===== src/rtl/dl_sdram_writer_if.sv =====
// One SDRAM write port: toggle request/acknowledge with word address, byte selects and data.
interface dl_sdram_writer_if;
  logic        req;
  logic        ack;
  logic [22:0] a;
  logic [1:0]  ds;
  logic [15:0] d;
  logic        we;

  modport master (output req, a, ds, d, we, input ack);
  modport slave  (input req, a, ds, d, we, output ack);
endinterface


===== src/rtl/dl_sdram_writer.sv =====
// ROM download write sequencer: buffers ioctl bytes in a small FIFO and issues one
// toggle-handshake SDRAM write per byte on port1, or on port2 for the remapped sprite region.
module dl_sdram_writer #(
  parameter logic [24:0] SP_BASE = 25'h10000,
  parameter int          FIFO_AW = 2
) (
  input  logic                clk,
  input  logic                reset_n,
  input  logic                ioctl_downl,
  input  logic                ioctl_wr,
  input  logic [24:0]         ioctl_addr,
  input  logic [7:0]          ioctl_dout,
  dl_sdram_writer_if.master   port1,
  dl_sdram_writer_if.master   port2,
  output logic                busy,
  output logic                overflow,
  output logic                rom_loaded
);

  localparam int                 DEPTH   = 1 << FIFO_AW;
  localparam logic [FIFO_AW:0]   CNT_MAX = (FIFO_AW + 1)'(DEPTH);
  localparam logic [FIFO_AW:0]   CNT_ONE = (FIFO_AW + 1)'(1);
  localparam logic [FIFO_AW-1:0] PTR_ONE = FIFO_AW'(1);

  typedef enum logic {S_IDLE, S_WAIT} state_t;

  state_t               state_q, state_d;
  logic                 sel2_q, sel2_d;
  logic                 wr_q;
  logic                 downl_q;
  logic [FIFO_AW:0]     count_q, count_d;
  logic [FIFO_AW-1:0]   rd_ptr_q, rd_ptr_d;
  logic [FIFO_AW-1:0]   wr_ptr_q, wr_ptr_d;
  logic [32:0]          mem_q [DEPTH];
  logic [32:0]          mem_d [DEPTH];

  logic                 p1_req_q, p1_req_d, p1_we_q, p1_we_d;
  logic [22:0]          p1_a_q, p1_a_d;
  logic [1:0]           p1_ds_q, p1_ds_d;
  logic [15:0]          p1_d_q, p1_d_d;
  logic                 p2_req_q, p2_req_d, p2_we_q, p2_we_d;
  logic [22:0]          p2_a_q, p2_a_d;
  logic [1:0]           p2_ds_q, p2_ds_d;
  logic [15:0]          p2_d_q, p2_d_d;

  logic                 overflow_q, overflow_d;
  logic                 rom_loaded_q, rom_loaded_d;
  logic                 pending_q, pending_d;

  logic                 push, pop, push_ok, fifo_empty, downl_rise, ack_match;
  logic [24:0]          head_addr;
  logic [7:0]           head_data;
  logic                 head_sel2;
  logic [23:0]          s;

  assign push       = ioctl_downl & ioctl_wr & ~wr_q;
  assign fifo_empty = (count_q == '0);
  assign pop        = (state_q == S_IDLE) & ~fifo_empty;
  assign push_ok    = push & ((count_q != CNT_MAX) | pop);
  assign downl_rise = ioctl_downl & ~downl_q;

  assign head_addr  = mem_q[rd_ptr_q][32:8];
  assign head_data  = mem_q[rd_ptr_q][7:0];
  assign head_sel2  = (head_addr >= SP_BASE);
  // Only the low 24 bits of the sprite offset reach the remapped address.
  assign s          = head_addr[23:0] - SP_BASE[23:0];
  assign ack_match  = sel2_q ? (port2.ack == p2_req_q) : (port1.ack == p1_req_q);

  always_comb begin
    state_d      = state_q;
    sel2_d       = sel2_q;
    count_d      = count_q;
    rd_ptr_d     = rd_ptr_q;
    wr_ptr_d     = wr_ptr_q;
    mem_d        = mem_q;
    p1_req_d     = p1_req_q;
    p1_we_d      = p1_we_q;
    p1_a_d       = p1_a_q;
    p1_ds_d      = p1_ds_q;
    p1_d_d       = p1_d_q;
    p2_req_d     = p2_req_q;
    p2_we_d      = p2_we_q;
    p2_a_d       = p2_a_q;
    p2_ds_d      = p2_ds_q;
    p2_d_d       = p2_d_q;
    overflow_d   = overflow_q;
    rom_loaded_d = rom_loaded_q;
    pending_d    = pending_q;

    if (push_ok) begin
      mem_d[wr_ptr_q] = {ioctl_addr, ioctl_dout};
      wr_ptr_d        = wr_ptr_q + PTR_ONE;
    end
    if (pop) begin
      rd_ptr_d = rd_ptr_q + PTR_ONE;
    end
    if (push_ok && !pop) begin
      count_d = count_q + CNT_ONE;
    end else if (!push_ok && pop) begin
      count_d = count_q - CNT_ONE;
    end

    case (state_q)
      S_IDLE: begin
        if (pop) begin
          sel2_d  = head_sel2;
          state_d = S_WAIT;
          if (head_sel2) begin
            p2_a_d   = {s[23:16], s[13:0], s[15]};
            p2_ds_d  = {s[14], ~s[14]};
            p2_d_d   = {head_data, head_data};
            p2_we_d  = 1'b1;
            p2_req_d = ~p2_req_q;
          end else begin
            p1_a_d   = head_addr[23:1];
            p1_ds_d  = {head_addr[0], ~head_addr[0]};
            p1_d_d   = {head_data, head_data};
            p1_we_d  = 1'b1;
            p1_req_d = ~p1_req_q;
          end
        end
      end
      S_WAIT: begin
        if (ack_match) begin
          p1_we_d = 1'b0;
          p2_we_d = 1'b0;
          state_d = S_IDLE;
        end
      end
      default: state_d = S_IDLE;
    endcase

    // A drop in the same cycle as a new download start still counts against that download.
    if (downl_rise) begin
      overflow_d   = 1'b0;
      rom_loaded_d = 1'b0;
      pending_d    = 1'b1;
    end else if (pending_q && !ioctl_downl && fifo_empty && state_q == S_IDLE) begin
      rom_loaded_d = 1'b1;
      pending_d    = 1'b0;
    end
    if (push && !push_ok) begin
      overflow_d = 1'b1;
    end
  end

  always_ff @(posedge clk or negedge reset_n) begin
    if (!reset_n) begin
      state_q      <= S_IDLE;
      sel2_q       <= 1'b0;
      wr_q         <= 1'b0;
      downl_q      <= 1'b0;
      count_q      <= '0;
      rd_ptr_q     <= '0;
      wr_ptr_q     <= '0;
      for (int i = 0; i < DEPTH; i++) begin
        mem_q[i] <= '0;
      end
      p1_req_q     <= 1'b0;
      p1_we_q      <= 1'b0;
      p1_a_q       <= '0;
      p1_ds_q      <= '0;
      p1_d_q       <= '0;
      p2_req_q     <= 1'b0;
      p2_we_q      <= 1'b0;
      p2_a_q       <= '0;
      p2_ds_q      <= '0;
      p2_d_q       <= '0;
      overflow_q   <= 1'b0;
      rom_loaded_q <= 1'b0;
      pending_q    <= 1'b0;
    end else begin
      state_q      <= state_d;
      sel2_q       <= sel2_d;
      wr_q         <= ioctl_wr;
      downl_q      <= ioctl_downl;
      count_q      <= count_d;
      rd_ptr_q     <= rd_ptr_d;
      wr_ptr_q     <= wr_ptr_d;
      mem_q        <= mem_d;
      p1_req_q     <= p1_req_d;
      p1_we_q      <= p1_we_d;
      p1_a_q       <= p1_a_d;
      p1_ds_q      <= p1_ds_d;
      p1_d_q       <= p1_d_d;
      p2_req_q     <= p2_req_d;
      p2_we_q      <= p2_we_d;
      p2_a_q       <= p2_a_d;
      p2_ds_q      <= p2_ds_d;
      p2_d_q       <= p2_d_d;
      overflow_q   <= overflow_d;
      rom_loaded_q <= rom_loaded_d;
      pending_q    <= pending_d;
    end
  end

  assign port1.req  = p1_req_q;
  assign port1.we   = p1_we_q;
  assign port1.a    = p1_a_q;
  assign port1.ds   = p1_ds_q;
  assign port1.d    = p1_d_q;
  assign port2.req  = p2_req_q;
  assign port2.we   = p2_we_q;
  assign port2.a    = p2_a_q;
  assign port2.ds   = p2_ds_q;
  assign port2.d    = p2_d_q;

  assign busy       = ~fifo_empty | (state_q == S_WAIT);
  assign overflow   = overflow_q;
  assign rom_loaded = rom_loaded_q;

endmodule


===== src/flat_wrapper.sv =====
// flat-port wrapper written by rule: the top's interface ports become plain ports
module dl_sdram_writer_flat 
#(
  parameter logic [24:0] SP_BASE = 25'h10000,
  parameter int          FIFO_AW = 2
)
  (clk, reset_n, ioctl_downl, ioctl_wr, ioctl_addr, ioctl_dout, busy, overflow, rom_loaded, port1_req, port1_a, port1_ds, port1_d, port1_we, port1_ack, port2_req, port2_a, port2_ds, port2_d, port2_we, port2_ack);
  dl_sdram_writer_if port1_i ();
  dl_sdram_writer_if port2_i ();
  input  logic clk;
  input  logic reset_n;
  input  logic ioctl_downl;
  input  logic ioctl_wr;
  input  logic [24:0] ioctl_addr;
  input  logic [7:0] ioctl_dout;
  output logic busy;
  output logic overflow;
  output logic rom_loaded;
  output wire logic [$bits(port1_i.req)-1:0] port1_req;
  output wire logic [$bits(port1_i.a)-1:0] port1_a;
  output wire logic [$bits(port1_i.ds)-1:0] port1_ds;
  output wire logic [$bits(port1_i.d)-1:0] port1_d;
  output wire logic [$bits(port1_i.we)-1:0] port1_we;
  input wire logic [$bits(port1_i.ack)-1:0] port1_ack;
  output wire logic [$bits(port2_i.req)-1:0] port2_req;
  output wire logic [$bits(port2_i.a)-1:0] port2_a;
  output wire logic [$bits(port2_i.ds)-1:0] port2_ds;
  output wire logic [$bits(port2_i.d)-1:0] port2_d;
  output wire logic [$bits(port2_i.we)-1:0] port2_we;
  input wire logic [$bits(port2_i.ack)-1:0] port2_ack;
  assign port1_req = port1_i.req;
  assign port1_a = port1_i.a;
  assign port1_ds = port1_i.ds;
  assign port1_d = port1_i.d;
  assign port1_we = port1_i.we;
  assign port1_i.ack = port1_ack;
  assign port2_req = port2_i.req;
  assign port2_a = port2_i.a;
  assign port2_ds = port2_i.ds;
  assign port2_d = port2_i.d;
  assign port2_we = port2_i.we;
  assign port2_i.ack = port2_ack;
  dl_sdram_writer #(.SP_BASE(SP_BASE), .FIFO_AW(FIFO_AW)) u_core (.clk(clk), .reset_n(reset_n), .ioctl_downl(ioctl_downl), .ioctl_wr(ioctl_wr), .ioctl_addr(ioctl_addr), .ioctl_dout(ioctl_dout), .port1(port1_i), .port2(port2_i), .busy(busy), .overflow(overflow), .rom_loaded(rom_loaded));
endmodule

===== config.mk =====
export PLATFORM = sky130hd
export DESIGN_NAME = dl_sdram_writer_flat
export DESIGN_NICKNAME = d
export VERILOG_FILES = /design/src/rtl/dl_sdram_writer_if.sv /design/src/rtl/dl_sdram_writer.sv /design/src/flat_wrapper.sv
export SDC_FILE = /design/constraint.sdc
export NUM_CORES = 1
export LEC_CHECK = 0
export ABC_AREA = 1
export CORE_MARGIN = 8
export CORE_UTILIZATION = 23
export CTS_CLUSTER_SIZE = 25
export DETAILED_ROUTE_END_ITERATION = 7
export GPL_TIMING_DRIVEN = 0
export HOLD_SLACK_MARGIN = 0.1
export SLEW_MARGIN = 20
export SYNTH_ARGS = -nofsm -noshare
export SYNTH_HDL_FRONTEND = slang
export SYNTH_SLANG_ARGS = --single-unit

===== constraint.sdc =====
create_clock -name clk -period 4.9 [get_ports clk]
set_input_delay 0.735 -clock clk [delete_from_list [all_inputs] [get_ports clk]]
set_output_delay 0.735 -clock clk [all_outputs]
set_load 0.02 [all_outputs]

## After elaboration in Yosys (flattened, before gate mapping)

Cells that the tools add are included.

| storage, ports and cells | value |
|---|---|
| bits in registers | 232 |
| logic and storage cells | 102 |

| cells by class | value |
|---|---|
| $add $sub $neg | 5 |
| $lt $le $gt $ge | 4 |
| equality and inequality tests | 7 |
| multiplexer cells | 25 |
| bitwise operators | 18 |
| reductions and logical operators | 19 |

Operators by type and width:

| kind | count |
|---|---|
| 132-bit bitwise mux | 1 |
| 33-bit two-way mux | 3 |
| 33-bit binary-select mux with 2-bit select | 1 |
| 33-bit demux with 2-bit select | 1 |
| 25-bit by 17-bit greater-or-equal comparator with 1-bit output (second input constant) | 1 |
| 24-bit by 17-bit subtractor with 24-bit output (second input constant) | 1 |
| 1-bit two-way mux | 14 |
| 3-bit AND reduction | 4 |
| 1-bit inverter | 9 |
| 1-bit logical AND | 7 |
| 3-bit greater-or-equal comparator (second input constant) | 2 |
| 3-bit two-way mux | 2 |
| 2-bit inverter with 3-bit output | 2 |
| 1-bit case mux with 2 select lines | 3 |
| 2-bit nonzero test | 3 |
| 1-bit bitwise AND | 5 |
| 2-bit by 1-bit adder with 2-bit output (second input constant) | 2 |
| 2-bit by 1-bit inequality test with 1-bit output (second input constant) | 2 |
| 2-bit inequality test (second input constant) | 2 |
| 3-bit by 1-bit adder with 3-bit output (second input constant) | 1 |
| 1-bit logical NOT | 3 |
| 3-bit logical NOT | 1 |
| 3-bit by 1-bit < comparator with 1-bit output (second input constant) | 1 |
| 3-bit inequality test (second input constant) | 1 |
| other kinds (4) | 6 |

## Longest topological paths before layout

Gate-level depths: netlist of the first run.

| logic depth | value |
|---|---|
| depth in word-level cells | 9 |
| depth in mapped cells | 20 |
| mapped depth without buffers | 15 |

## Worst setup path after synthesis of the first run

Ideal clock, no wire load.

| timing | value |
|---|---|
| path type | flip-flop to flip-flop |
| start | register u_core.rd_ptr_q[0] |
| end | register u_core.p2_d_q[10], in the netlist u_core.port2.d[10] |
| setup time | 0.130 ns |
| arrival time | 2.063 ns |
| data required time | 4.770 ns |
| setup slack | 2.707 ns |
| cell stages (with the launch flop) | 21 |
| period minus slack after synthesis | 2.193 ns |
| cell sequence | dfrtp_1 buf_4 inv_2 buf_6 buf_6 nand2_1 nand3_1 nand2_1 inv_1 ha_1 inv_1 nor2_1 nand2_1 nor2_1 nand2_1 nand2_2 nand2_1 buf_6 buf_6 nand2_1 o21ai_1 |

| on the way | value |
|---|---|
| longest elaborated chain between the ends | 6 |

Ends and longest elaborated chain:

| what | RTL line | text |
|---|---|---|
| start: declaration | dl_sdram_writer.sv:32 | `logic [FIFO_AW-1:0] rd_ptr_q, rd_ptr_d;` |
| start signal: assignment | dl_sdram_writer.sv:178 | `rd_ptr_q <= rd_ptr_d;` |
| 2-bit inverter with 3-bit output (implied by the code) | dl_sdram_writer.sv:62 | `assign head_addr = mem_q[rd_ptr_q][32:8];` |
| 33-bit binary-select mux with 2-bit select | dl_sdram_writer.sv:62 |  |
| 33-bit two-way mux (implied by the code) (2 in series) | dl_sdram_writer.sv:62 |  |
| via u_core.head_addr[16] | dl_sdram_writer.sv:51 | `logic [24:0] head_addr;` |
| 25-bit by 17-bit greater-or-equal comparator with 1-bit output | dl_sdram_writer.sv:64 | `assign head_sel2 = (head_addr >= SP_BASE);` |
| 3-bit AND reduction (no source line) | - |  |
| end signal: assignment | dl_sdram_writer.sv:190 | `p2_d_q <= p2_d_d;` |
| end: declaration | dl_sdram_writer.sv:44 | `logic [15:0] p2_d_q, p2_d_d;` |

The timed path passes the listed nets, and every way through them passes these cells. The select of a mux whose other input is x is not followed.
A chain may end at the register's enable or synchronous reset.

## Worst setup path in the final report of the first run

| timing | value |
|---|---|
| start | register u_core.rd_ptr_q[0] |
| end | register u_core.p1_d_q[9], in the netlist u_core.port1.d[9] |

| on the way | value |
|---|---|
| longest elaborated chain between the ends | 7 |

Ends and longest elaborated chain:

| what | RTL line | text |
|---|---|---|
| 2-bit inverter with 3-bit output (implied by the code) | dl_sdram_writer.sv:62 |  |
| 33-bit binary-select mux with 2-bit select | dl_sdram_writer.sv:62 |  |
| 33-bit two-way mux (implied by the code) (2 in series) | dl_sdram_writer.sv:62 |  |
| via u_core.head_addr[16] | dl_sdram_writer.sv:51 |  |
| 25-bit by 17-bit greater-or-equal comparator with 1-bit output | dl_sdram_writer.sv:64 |  |
| 1-bit inverter (no source line) | - |  |
| 3-bit AND reduction (no source line) | - |  |
| end signal: assignment | dl_sdram_writer.sv:185 | `p1_d_q <= p1_d_d;` |
| end: declaration | dl_sdram_writer.sv:40 | `logic [15:0] p1_d_q, p1_d_d;` |

The timed path passes the listed nets, and every way through them passes these cells. The select of a mux whose other input is x is not followed.

==> results of run 1 <==
## worst max-delay path, stage by stage (launching register included)
cell and delay, ps:
dfrtp_1 320, buf_4 150, clkbuf_1 450, nand2_1 90
nand3_1 100, nand2_1 140, inv_1 130, ha_1 160
inv_1 40, nor2_1 110, nand2_1 60, nor2_1 80
nand2_1 130, nand3_1 230, clkbuf_1 460, o21ai_0 150
## state kept, by name, indices dropped and copies added (netlist names)
signal             flops
u_core.port2.a        23
u_core.port2.we        1
u_core.count_q         3
u_core.port1.a        23
u_core.sel2_q          1
u_core.port2.d         8
u_core.port2.ds        2
u_core.port1.req       1
u_core.port2.req       1
u_core.port1.d         8
u_core.port1.we        1
u_core.wr_q            1
u_core.wr_ptr_q        2
u_core.port1.ds        2
u_core.state_q         1
u_core.mem_q         132
u_core.rom_loaded      1
u_core.pending_q       1
u_core.downl_q         1
u_core.overflow        1
u_core.rd_ptr_q        2
## cell type report
class / count / area [um^2] / share of cell area (%)
Clock inverter: 9 / 155 / 1.26
Buffer: 65 / 413 / 3.36
Multi-Input combinational cell: 596 / 3510 / 28.6
Clock buffer: 31 / 636 / 5.18
Tap cell: 532 / 666 / 5.42
Inverter: 42 / 158 / 1.28
Timing Repair Buffer: 129 / 1330 / 10.8
Antenna cell: 3 / 7.51 / 0.0611
Sequential cell: 216 / 5410 / 44.0
## final timing paths
kind,start,end,slack (ps),depth (start not counted)
min reg2reg,u_core.wr_q,u_core.overflow,450,1
max in group asynchronous,reset_n,u_core.port1.a[0],3630,3
min in group clk,u_core.wr_q,u_core.overflow,450,1
max reg2reg,u_core.rd_ptr_q[0],u_core.port1.d[9],1950,15
min,reset_n,u_core.mem_q[101],140,1
max,u_core.rd_ptr_q[0],u_core.port1.d[9],1950,15
## Yosys cell counts, drive strengths merged, types with 5 or more instances
cell type	n	area, um^2
ha	7	87.6
dfrtp	216	5410
xor2	8	70.1
xnor2	5	43.8
nand2	267	1000
nor2	26	100
mux2	122	1370
nand3	63	315
o21ai	81	405
a21oi	12	60.1
inv	42	158
clkbuf	20	75.1
buf	45	338
## placed cells by master, fill, tap and decap left out, drive strengths merged, types with 3 or more instances in the layout
master	n
nand2	267
dfrtp	216
clkdlybuf4s50	126
mux2	122
o21ai	81
nand3	63
clkbuf	51
buf	48
inv	43
nor2	26
a21oi	12
xor2	8
ha	7
xnor2	5
bufinv	4
diode	3
clkinv	3
## metal layers
layer	track usage, %	share of wire, %	vias up
met5	0	0.29	-
met4	3.63	2.2	12
met3	2.60	6.8	45
met2	18.4	48	150
met1	13.4	43	3423
li1	-	-	3299
## cell families after synthesis
logic type	synth area share, %
buf+inv	6.02
flops	57.0
fa+ha+maj	1.13
mux	14.5
simple gates	15.2
xor+xnor	1.20
compound gates	4.99
## where the power goes
group          total [mW]  switching (mW)  leakage, nW  internal, mW
sequential           3.09           0.477         2.69          2.62
combinational        3.84            2.15         2.42          1.69
clock                1.82           0.696        0.384          1.12
## stage by stage
stage | setup TNS [ps] | instance area (um^2) | worst slack [ps] | hold WS [ps]
3_5_place_dp | 0 | 11500 | 1480 | 449
3_3_place_gp | -1292710 | 11400 | -6010 | 441
6_report | 0 | 12300 | 1950 | 136
2_1_floorplan | 0 | 9480 | 2710 | 431
5_1_grt | 0 | 12300 | 1610 | 172
4_1_cts | 0 | 12300 | 1830 | 137
==> impl_metrics.yaml, run 1 <==
outcome:
  run_status: "finished, final reports clean"
clocking:
  clock-root-buffer: "clkbuf_16"
  h-tree-depth: 1
  post_cts_resized: 0
  cts_tree: "built"
  cts_made_buffers: 23
  postCtsSetupRepairBufs: 0
  cts_sinks: 216
  hold_buffers: 0
  cts_max_path_buffers: 3
  clk_pin_slew_ps: 60
  insertion_delay_ps: 530
grt:
  grt_max_degree: 81
  grt_usage_pct: 10.9
  antenna_found_initial: 7
  first_global_vias: 7151
  grt_pass1_wl_mm: 41.3
  gr-total-overflow: 0
sta:
  slew_violations: 0
  hold_violations: 0
  min_period_ps: 2950
  finClkSkew_ps: 22.1
  setup_viol: 0
  fmax_mhz: 339
  period_share_pct: 60.2
  rsz0062_at_grt: "false"
  slew_headroom_pct: 46.4
  worst_pin_slew_ps: 804
floorplanning:
  start_util_pct: 23.3
  fp.dieH_um: 219
  core_um2: 40700
  row_count: 74
  io_pins: 128
  fp.dieW_um: 219
  die_area_um2: 48000
setup_path:
  crit_arrival_ps: 3320
  crit_fanout: 10
  worstSetupEndpointType: "flip-flop"
  start_kind: "flip-flop"
  path_class: "reg -> reg"
  cp_data_required_time_ps: 5270
yosys:
  syn_area_um2: 9480
  synth_edf_count: 0
  synth_cells: 919
  avgSynthCellArea_um2: 10.3
  synthFlopType: "dfrtp_1"
  ys_ff_latch: 216
  synth_fp_nets: 966
  yosys_warnings: 0
  async_flop_share_pct: 100
  synth_cell_types: 25
  yosysSeqAreaShare_pct: 57.0
finish:
  finish.utilization_pct: 30.1
  drive_above_1_share_pct: 19.0
  num-fill-cells: 4250
  area_growth_pct: 29.5
  num-nets-final: 1120
  fin_cells: 1623
routing:
  drt-initial-drc-count: 443
  viasPerCell: 4.27
  drc: 0
  via_count: 6929
  ant_nets: 0
  avgRoutedWirePerCell_um: 16.2
  drt_wl_total_mm: 26.2
  drtPass1Iterations: 5
place:
  routabilityCongestion: 0.796
  portBuffers: 127
  dp_hpwl_mm: 19.6
  dp_cells: 1580
worst_hold_path:
  min_path_type: "in -> async"
pwr:
  max-vdd-ir-drop_uv: 244
  power_density_nw_per_um2: 712
  p_leak_nw: 5.49
  power_mw: 8.75
flow_run:
  cap_viol_max_count: 0
Note: power is estimated with default switching activity, not from simulation.
==> inputs of run 2 (changes only) <==
- clock period: 4.9 -> 3 ns (I/O delays scaled with it)
==> run 2 against run 1 <==
- fmax increased by 7.5%
- global-route usage is the same
- design area increased by 0.14%
- via count is 0.30% higher
- largest power group unchanged
==> impl_metrics.yaml, run 2 (same netlist as run 1, synthesis figures left out) <==
setup_path:
  path_buf_inv: 7
  worstSetupEndpointType: "flip-flop"
  crit_fanout: 10
  path_class: "reg -> reg"
  worst_path_largest_cell_delay_ps: 360
  cpMaxStageDelayCell: "dfrtp_1"
  cp_data_required_time_ps: 3420
  start_kind: "flip-flop"
  cp_top_family: "buffers and inverters"
  crit_arrival_ps: 3160
  worstPathCellList: "buf_2 -> inv_2 -> buf_2 -> nand3_1 -> nand2_1 -> inv_1 -> ha_1 -> inv_1 -> nor2_1 -> nand2_1 -> nor2_1 -> nand2_1 -> nand3_1 -> buf_4 -> buf_6 -> nand2_1 -> nand2_1"
  crit_top_cell: "nand2_1"
pwr:
  max-vdd-ir-drop_uv: 398
  power_mw: 14.3
  p_leak_nw: 5.51
  power_density_nw_per_um2: 1160
floorplanning:
  die_area_um2: 48000
  io_pins: 128
  core_um2: 40700
  row_count: 74
  start_util_pct: 23.3
  fp.dieH_um: 219
  fp.dieW_um: 219
clocking:
  clk_pin_slew_ps: 60
  cts_max_path_buffers: 3
  postCtsSetupRepairBufs: 0
  insertion_delay_ps: 530
  h-tree-depth: 1
  clock-root-buffer: "clkbuf_16"
  cts_made_buffers: 23
  cts_sinks: 216
  cts_tree: "built"
outcome:
  run_status: "finished, final reports clean"
finish:
  num-fill-cells: 4248
  layout_commonest_cell: "nand2_1"
  multi_input_area_um2: 3510
  area_growth_pct: 29.7
  num-nets-final: 1121
  final_cell_mix: "nand2_1, dfrtp_1, clkdlybuf4s50_1"
  top_register: "u_core.mem_q"
  regArea_um2: 5410
  largest_reg_flops: 132
  drive_above_1_share_pct: 19.4
  final_area_um2: 12300
grt:
  grt_pass1_wl_mm: 41.3
  grt_max_degree: 81
  gr-total-overflow: 0
  antenna_found_initial: 7
  grt_usage_pct: 10.9
  first_global_vias: 7157
routing:
  avgRoutedWirePerCell_um: 16.1
  met1_length_mm: 11.2
  ant_nets: 0
  via_count: 6950
  highest_layer: "met5"
  drtPass1Iterations: 5
  route.met2.wl_mm: 12.6
  met3_length_mm: 1.75
  drt-initial-drc-count: 452
  drc: 0
  viasPerCell: 4.28
  drt_wl_total_mm: 26.2
place:
  dp_hpwl_mm: 19.6
  place_area_um2: 11500
  pre_cts_ws_ps: -136
  portBuffers: 127
  routabilityCongestion: 0.796
sta:
  rsz0062_at_grt: "false"
  period_share_pct: 91.6
  slew_violations: 0
  fin_tns_setup_ps: 0
  min_period_ps: 2750
  fmax_mhz: 364
  setup_viol: 0
  hold_slack_ps: 434
  slew_headroom_pct: 46.4
  worst_slack_ps: 253
  worst_pin_slew_ps: 804
  hold_violations: 0
  finClkSkew_ps: 22.2
worst_hold_path:
  min_path_type: "in -> reg"
flow_run:
  cap_viol_max_count: 0
run 2: cell types whose count changed in the layout (fill, tap and decap cells not counted):
cell and delta:
buf_2 -1, clkbuf_1 -4, clkbuf_2 +4, clkbuf_4 +1, dlygate4sd3_1 +1
run 2: routing by layer:
metal | vias to the layer above | GRT usage [%]
met5 | - | 0
met4 | 12 | 3.63
met3 | 42 | 2.60
met2 | 151 | 18.4
met1 | 3443 | 13.4
li1 | 3302 | -
run 2: path summary, 6_finish.rpt:
kind                            slack (ps)  cells after the start                  to          startpoint
min in group asynchronous              450                      2   u_core.mem_q[101]             reset_n
worst max-delay path                   250                     17  u_core.port1.ds[0]  u_core.rd_ptr_q[1]
worst min-delay path                   430                      1         u_core.wr_q            ioctl_wr
worst min register to register         450                      1     u_core.overflow         u_core.wr_q
worst max register to register         250                     17  u_core.port1.ds[0]  u_core.rd_ptr_q[1]
max in group asynchronous             1420                      4   u_core.port1.a[0]             reset_n
run 2: where the power goes:
part           switching [mW]  internal (mW)  total [mW]
logic                    3.50           2.76        6.26
registers               0.782           4.27        5.06
clock network            1.13           1.83        2.96
total                    5.42           8.86        14.3
run 2: area by class of cell:
| cell class | instances | share of cell area, % |
|---|---|---|
| diodes | 3 | 0.0611 |
| clock buffers | 31 | 5.17 |
| well taps | 532 | 5.41 |
| plain buffers | 65 | 3.42 |
| clock inverters | 9 | 1.26 |
| repair buffers | 130 | 10.9 |
| flip-flops and latches | 216 | 44.0 |
| multi-input cells | 596 | 28.5 |
| inverters | 42 | 1.28 |
run 2: timing repair:
| action | in CTS | in global routing |
|---|---|---|
| hold buffers | 1 | 0 |
| endpoints found under the hold margin | 59 | 0 |
| resized for setup | 1 | 7 |
| setup endpoints to repair | 10 | 64 |
run 2: per-stage QoR:
stage	utilization (%)	std cells
global placement	28.0	1578
floorplan	-	919
finish	30.2	1624
detailed placement	28.2	1580
global route	30.2	1622
CTS	30.1	1621
run 2: worst reg2reg max path, stage by stage, from the launching register on:
cell	delay, ps
dfrtp_1	360
buf_2	170
inv_2	140
buf_2	290
nand3_1	110
nand2_1	180
inv_1	110
ha_1	210
inv_1	50
nor2_1	40
nand2_1	60
nor2_1	40
nand2_1	140
nand3_1	240
buf_4	270
buf_6	150
nand2_1	60
nand2_1	50
